[src/rtl/ccu_key_sched.sv]
// Nibble-serial S-AES key schedule: loads a 16-bit key as four nibbles, expands it
// into three round keys and streams them out one nibble per handshake.
module ccu_key_sched (
  input  logic       clk,
  input  logic       reset,
  input  logic [3:0] key_in,
  input  logic       key_valid,
  output logic       key_ready,
  output logic [3:0] rk_out,
  output logic       rk_valid,
  input  logic       rk_ready,
  output logic [1:0] rk_round,
  output logic       rk_last,
  output logic       busy
);

  typedef enum logic [1:0] {
    LOAD   = 2'd0,
    EXP1   = 2'd1,
    EXP2   = 2'd2,
    STREAM = 2'd3
  } state_t;

  function automatic logic [3:0] sbox(input logic [3:0] n);
    logic [3:0] r;
    case (n)
      4'h0: r = 4'h9;  4'h1: r = 4'h4;  4'h2: r = 4'hA;  4'h3: r = 4'hB;
      4'h4: r = 4'hD;  4'h5: r = 4'h1;  4'h6: r = 4'h8;  4'h7: r = 4'h5;
      4'h8: r = 4'h6;  4'h9: r = 4'h2;  4'hA: r = 4'h0;  4'hB: r = 4'h3;
      4'hC: r = 4'hC;  4'hD: r = 4'hE;  4'hE: r = 4'hF;  4'hF: r = 4'h7;
      default: r = 4'h0;
    endcase
    return r;
  endfunction

  // SubNib(RotNib(b)): swapping the nibbles first means the low nibble feeds the high S-box.
  function automatic logic [7:0] sub_rot(input logic [7:0] b);
    return {sbox(b[3:0]), sbox(b[7:4])};
  endfunction

  function automatic logic [3:0] nib_at(input logic [47:0] word, input logic [3:0] idx);
    logic [47:0] sh;
    sh = word << {idx, 2'b00};
    return sh[47:44];
  endfunction

  state_t      state_r, state_s;
  logic [15:0] key_r, key_s;
  logic [1:0]  cnt_r, cnt_s;
  logic [7:0]  w2_r, w3_r, w4_r, w5_r;
  logic [7:0]  w2_s, w3_s, w4_s, w5_s;
  logic [3:0]  idx_r, idx_s;
  logic        stream_s;
  logic [3:0]  rk_out_s;

  // Next-state, datapath and next-output decode.
  always_comb begin
    state_s  = state_r;
    key_s    = key_r;
    cnt_s    = cnt_r;
    w2_s     = w2_r;
    w3_s     = w3_r;
    w4_s     = w4_r;
    w5_s     = w5_r;
    idx_s    = idx_r;
    case (state_r)
      LOAD: begin
        if (key_valid) begin
          key_s = {key_r[11:0], key_in};
          cnt_s = cnt_r + 2'd1;
          if (cnt_r == 2'd3) begin
            state_s = EXP1;
          end else begin
            state_s = LOAD;
          end
        end else begin
          state_s = LOAD;
        end
      end
      EXP1: begin
        w2_s    = key_r[15:8] ^ 8'h80 ^ sub_rot(key_r[7:0]);
        w3_s    = w2_s ^ key_r[7:0];
        state_s = EXP2;
      end
      EXP2: begin
        w4_s    = w2_r ^ 8'h30 ^ sub_rot(w3_r);
        w5_s    = w4_s ^ w3_r;
        idx_s   = 4'd0;
        state_s = STREAM;
      end
      STREAM: begin
        if (rk_ready) begin
          idx_s = idx_r + 4'd1;
          if (idx_r == 4'd11) begin
            state_s = LOAD;
          end else begin
            state_s = STREAM;
          end
        end else begin
          state_s = STREAM;
        end
      end
      default: state_s = LOAD;
    endcase

    // Outputs are registered from the next state so no input reaches a pin combinationally.
    stream_s = (state_s == STREAM);
    if (stream_s) begin
      rk_out_s = nib_at({key_s, w2_s, w3_s, w4_s, w5_s}, idx_s);
    end else begin
      rk_out_s = 4'd0;
    end
  end

  // State, key/expansion registers and registered outputs.
  always_ff @(posedge clk) begin
    if (reset) begin
      state_r   <= LOAD;
      key_r     <= 16'd0;
      cnt_r     <= 2'd0;
      w2_r      <= 8'd0;
      w3_r      <= 8'd0;
      w4_r      <= 8'd0;
      w5_r      <= 8'd0;
      idx_r     <= 4'd0;
      key_ready <= 1'b1;
      rk_valid  <= 1'b0;
      rk_out    <= 4'd0;
      rk_round  <= 2'd0;
      rk_last   <= 1'b0;
      busy      <= 1'b0;
    end else begin
      state_r   <= state_s;
      key_r     <= key_s;
      cnt_r     <= cnt_s;
      w2_r      <= w2_s;
      w3_r      <= w3_s;
      w4_r      <= w4_s;
      w5_r      <= w5_s;
      idx_r     <= idx_s;
      key_ready <= (state_s == LOAD);
      busy      <= (state_s != LOAD);
      rk_valid  <= stream_s;
      rk_out    <= rk_out_s;
      rk_round  <= stream_s ? idx_s[3:2] : 2'd0;
      rk_last   <= stream_s && (idx_s == 4'd11);
    end
  end

endmodule
[config.mk]
export PLATFORM = sky130hd
export DESIGN_NAME = ccu_key_sched
export DESIGN_NICKNAME = d
export VERILOG_FILES = /design/src/rtl/ccu_key_sched.sv
export SDC_FILE = /design/constraint.sdc
export NUM_CORES = 1
export LEC_CHECK = 0
export CORE_MARGIN = 5
export CORE_UTILIZATION = 46
export DETAILED_ROUTE_END_ITERATION = 7
export DONT_BUFFER_PORTS = 1
export GPL_TIMING_DRIVEN = 0
export SLEW_MARGIN = 0
export SYNTH_ARGS = -nofsm -noshare
export SYNTH_HDL_FRONTEND = slang
export SYNTH_SLANG_ARGS = --single-unit
[constraint.sdc]
create_clock -name clk -period 4.59 [get_ports clk]
set_input_delay 0.459 -clock clk [delete_from_list [all_inputs] [get_ports clk]]
set_output_delay 0.459 -clock clk [all_outputs]
set_load 0.005 [all_outputs]
==> metrics.cfg, run 1 <==
[clock_tree]
cts-root-buf=clkbuf_8
clk_pin_slew_ns=0.08
clkSinkCount=82
cts-resized-gates=0
cts_setup_buffers=0
cts_hold_buf=0
cts_max_path_buffers=2
cts_tree=built
clk_latency_ns=0.37
htree_levels=3
cts-buffers-inserted=9

[synthesis]
synthAdderAreaFrac_pct=7.26
syn_area_per_cell_sq_um=8.61
ys_async_sr_fraction_pct=0
synth_edf_count=0
ys_types=62
ys_top_cells_by_count=dfxtp_1, nor2_1, a21oi_1, nand2_1, ha_1
synth.yosys.seq_area_share_pct=36.7
synth_mux_area_share_pct=6.48
synth_compound_area_share_pct=17.3
synthSimpleGateAreaFrac_pct=20.0
synth.most_common_cell=dfxtp_1
ys_warn_count=0
syn_nets=554
synth_area_leaders=dfxtp_1, ha_1, nor2_1, a21oi_1, xnor2_1
synthXorXnorAreaFrac_pct=7.01
syn-cell-area_sq_um=4480
synth_ff_type=dfxtp_1
ys_seq_elements=82
synth_top_area_cell=dfxtp_1
synth_top_area_share_pct=36.7
synth_cells=520
synth_top_family_by_area=simple AND/OR/NAND/NOR gates

[drt]
drtPass1Iterations=5
drcViolationCount=0
wire_per_inst_um=18.4
routed_wl_um=12300
drtIter0Drc=318
vias=3844
post_drt_via_cell_ratio=5.75
drtAntennaViolNets=0

[die]
die_w_um=109
die_h_um=109
start_util_pct=46.5
num_rows=36
coreArea_sq_um=9640
die_area_sq_um=11800
ioPinCount=18

[finish]
nNetsFinal=565
drive_above_1_share_pct=8.58
fin_cells=669
area_growth_pct=8.30
fillerInstances=976
n_antenna_cell=0
utilization_pct=50.3
final_area_sq_um=4850

[grt]
grt_pass1_wl_um=19900
grt-ovfl-total=0
grt_antenna_before_repair=0
grt_use_total_pct=22.1
grt_max_degree=14
first_global_vias=3731

[sta]
tightest_slew_ns=0.782
rsz0062_at_grt=no
finalClockSkew_ns=0.0101
tns_ns=0
hold_viol=0
post-route-period-util_pct=59.8
setup_viol=0
maxSlewViolCount=0
timing.slew.headroom_pct=46.4
fin_crit_ns=2.74
max_freq_ghz=0.364

[run]
max-cap-violations=0

[worst_setup_path]
startpoint_type=flip-flop
crit_path_max_fanout=10
criticalPathCategory=flip-flop to flip-flop
worst_ep_required_time_ns=4.84
cp.arrival_ns=3.00
end_kind=flip-flop

[place]
place_congestion=0.886
placed_cells=653
portBuffers=0
post-dp-hpwl_um=9290
placed_area_sq_um=4640

[power_and_ir_drop]
p_per_area_nw_per_um2=300
total_power_mw=1.46
ir_worst_vdd_v=0.000144
p_leak_nw=1.86

[worst_hold_path]
min_path_type=primary input to flip-flop

[status]
status=finished clean

==> per-layer routing <==
metal	wire [um]	track usage, %
met1	5410	29.9
met3	953	3.67
met4	326	8.66
met5	0	0
met2	5610	35.3
==> report_power, final <==
group	leakage (nW)	switching, mW	total (mW)	internal (mW)
clock network	0.0986	0.261	0.541	0.280
registers	0.664	0.0187	0.753	0.734
logic	1.10	0.0988	0.162	0.0629
==> logic make-up (layout without fill, tap and decap cells) <==
logic type	Yosys count	after routing
and+or+nand+nor	191	191
adders and majority gates	26	26
xor gates and xnor gates	31	31
muxes	26	26
AOI/OAI and AO/OA	118	118
DFF	82	82
buffers and inverters	46	62
==> cell usage in the layout, fill, tap and decap left out, types with 3 or more instances in the layout <==
master	instances
dfxtp_1	82
nor2_1	71
a21oi_1	45
nand2_1	45
ha_1	26
xnor2_1	23
mux2i_1	20
nand3_1	18
clkbuf_1	15
inv_1	15
a31oi_1	12
buf_2	11
nor3_1	11
clkbuf_8	11
o211ai_1	9
a211oi_1	8
and2_1	7
o21ai_0	7
nand2b_1	6
nand4_1	6
buf_6	5
xor2_1	5
mux2_2	4
o22a_1	4
nor2b_1	4
and3_1	4
nor4_1	4
a211o_1	3
o32ai_1	3
o211a_1	3
o21ai_1	3
or3_1	3
o221ai_1	3
==> critical path, stage by stage, from the launching register on <==
cell,delay (ns)
dfxtp_1,0.36
buf_6,0.16
or3b_1,0.34
buf_2,0.19
clkbuf_1,0.27
nor2_1,0.15
a21oi_1,0.10
nor2_1,0.27
inv_1,0.13
ha_1,0.21
nor3_1,0.18
a31oi_1,0.06
o22a_1,0.20
==> area by class of cell <==
type                    count  area, sq um  share of cell area [%]
plain buffers              31          179                    3.69
clock buffers              12          155                    3.20
clock inverters             4         50.0                    1.03
inverters                  15         56.3                    1.16
multi-input cells         392         2600                    53.6
flip-flops and latches     82         1640                    33.8
well taps                 133          166                    3.43
==> per-stage QoR <==
stage / setup WS, ns / hold WS [ns]
floorplan: 2.26 / 0.433
global placement: 1.92 / 0.442
detailed placement: 1.88 / 0.452
CTS: 1.85 / 0.179
global route: 1.61 / 0.184
finish: 1.85 / 0.184
==> worst paths after layout <==
path,slack [ns],start,cells after the start,to
setup / recovery,1.85,state_r[0],12,flip-flop
hold / removal,0.18,reset,1,w3_r[2]
setup reg to reg,1.85,state_r[0],12,flip-flop
hold reg to reg,0.46,w5_r[7],2,w5_r[7]
Power figures use the tool's default switching activity.
==> run 2, diff against run 1 <==
- clock period: 4.59 -> 2.4 ns (I/O delays scaled with it)
==> metrics.cfg, run 2 (synthesis gave the netlist of run 1 again) <==
[status]
status=finished clean

[sta]
hold_viol=0
post-route-period-util_pct=95.9
finalClockSkew_ns=0.00523
fin_crit_ns=2.30
max_freq_ghz=0.434
tightest_slew_ns=0.744
timing.slew.headroom_pct=49.0
setup_viol=0
tns_ns=0
maxSlewViolCount=0
rsz0062_at_grt=yes

[drt]
drtAntennaViolNets=0
post_drt_via_cell_ratio=5.79
drtPass1Iterations=7
vias=3945
drcViolationCount=0
routed_wl_um=12700
wire_per_inst_um=18.7
drtIter0Drc=257

[clock_tree]
clk_latency_ns=0.36
cts-root-buf=clkbuf_8
cts_max_path_buffers=2
clk_pin_slew_ns=0.08
clkSinkCount=82
cts-buffers-inserted=9
cts_tree=built
htree_levels=3

[grt]
grt_max_degree=14
grt_use_total_pct=22.3
first_global_vias=3756
grt_antenna_before_repair=0
grt-ovfl-total=0
grt_pass1_wl_um=20100

[place]
portBuffers=0
placed_cells=653
place_congestion=0.886
post-dp-hpwl_um=9290

[finish]
layout_common_cells=dfxtp_1, nor2_1, nand2_1
fin_cells=681
drive_above_1_share_pct=15.3
area_growth_pct=14.2
nNetsFinal=577
final_common_cell=dfxtp_1
n_antenna_cell=0

[power_and_ir_drop]
ir_worst_vdd_v=0.000269
p_per_area_nw_per_um2=554
p_leak_nw=1.93

[worst_setup_path]
cp.arrival_ns=2.55
cp_cell_sequence=buf_6, or3b_1, buf_6, clkbuf_8, nor2_2, a21oi_2, nor2_2, inv_2, ha_1, nor3_1, a31oi_1, o22a_1
crit_path_max_fanout=10
worst_ep_required_time_ns=2.65
critPathLaunch=state_r[0]
slowest_delay_ns=0.37
startpoint_type=flip-flop
criticalPathCategory=flip-flop to flip-flop
ff2ff_setup_slack_ns=0.1
cp_top_family=simple AND/OR/NAND/NOR gates
critical_path_buf_inv_count=4
rr_startpoint=state_r[0]
end_kind=flip-flop
cp_slowest_cell=or3b_1

[die]
start_util_pct=46.5
num_rows=36
die_h_um=109
die_w_um=109
coreArea_sq_um=9640
ioPinCount=18
die_area_sq_um=11800

[worst_hold_path]
min_path_type=primary input to flip-flop
hp-start=reset

[run]
max-cap-violations=0

-- run 2: changes by cell type in the layout (fill, tap and decap cells not counted), sizes merged --
cell         delta
dlygate4sd3     +1
buf            +11
-- run 2: power breakdown --
group	total (mW)	switching, mW	internal (mW)
Sequential	1.44	0.0372	1.40
Combinational	0.357	0.209	0.148
Clock	1.04	0.502	0.536
-- run 2: layout make-up --
cell class | count | area [sq um]
fill | 946 | 4520
multi-input combinational | 392 | 2740
sequential | 82 | 1640
buffer | 31 | 201
tap | 133 | 166
clock buffer | 12 | 155
timing repair buffer | 12 | 105
inverter | 15 | 56.3
clock inverter | 4 | 50.0
-- run 2: through the flow --
step                      setup slack, ns  cell area, sq um  hold slack, ns  utilization [%]  power, mW
after CTS                         0.00203              4920          0.0675             51.0       2.81
after detailed placement           -0.314              4640           0.342             48.2       1.78
final                              0.0977              5120           0.165             53.1       2.84
after floorplan                    0.0706              4480           0.335                -       1.69
after global placement             -0.275              4640           0.345             48.2       1.77
after global routing               -0.104              5120           0.181             53.1       2.94
-- run 2: worst register-to-register path, delay by kind of cell, from the launching register on --
kind,cells,cell delay [ns]
compound gates,3,0.33
buf+inv,4,0.53
fa+ha+maj,1,0.19
simple gates,4,0.81
flops,1,0.35
-- run 2: final timing paths --
check,end,cells past startpoint
worst max-delay path,flip-flop,12
worst min-delay path,w4_r[4],2
worst max register to register,flip-flop,12
worst min register to register,w5_r[7],2
-- run 2: routing by layer --
layer  GRT usage (%)  vias up  share of wire (%)
li1                -     1884                  -
met1            30.0     1876                 44
met2            36.0      162                 47
met3            3.49       23                6.5
met4            8.57        0                1.9
met5               0        -                  0
-- run 2: timing repair --
item                       in CTS  in global routing
pin swaps                       1                  4
gates resized for setup        14                 28
hold endpoints to repair        2                  0
hold buffers                    1                  0
buffers inserted                1                 10
setup endpoints to repair      13                 18
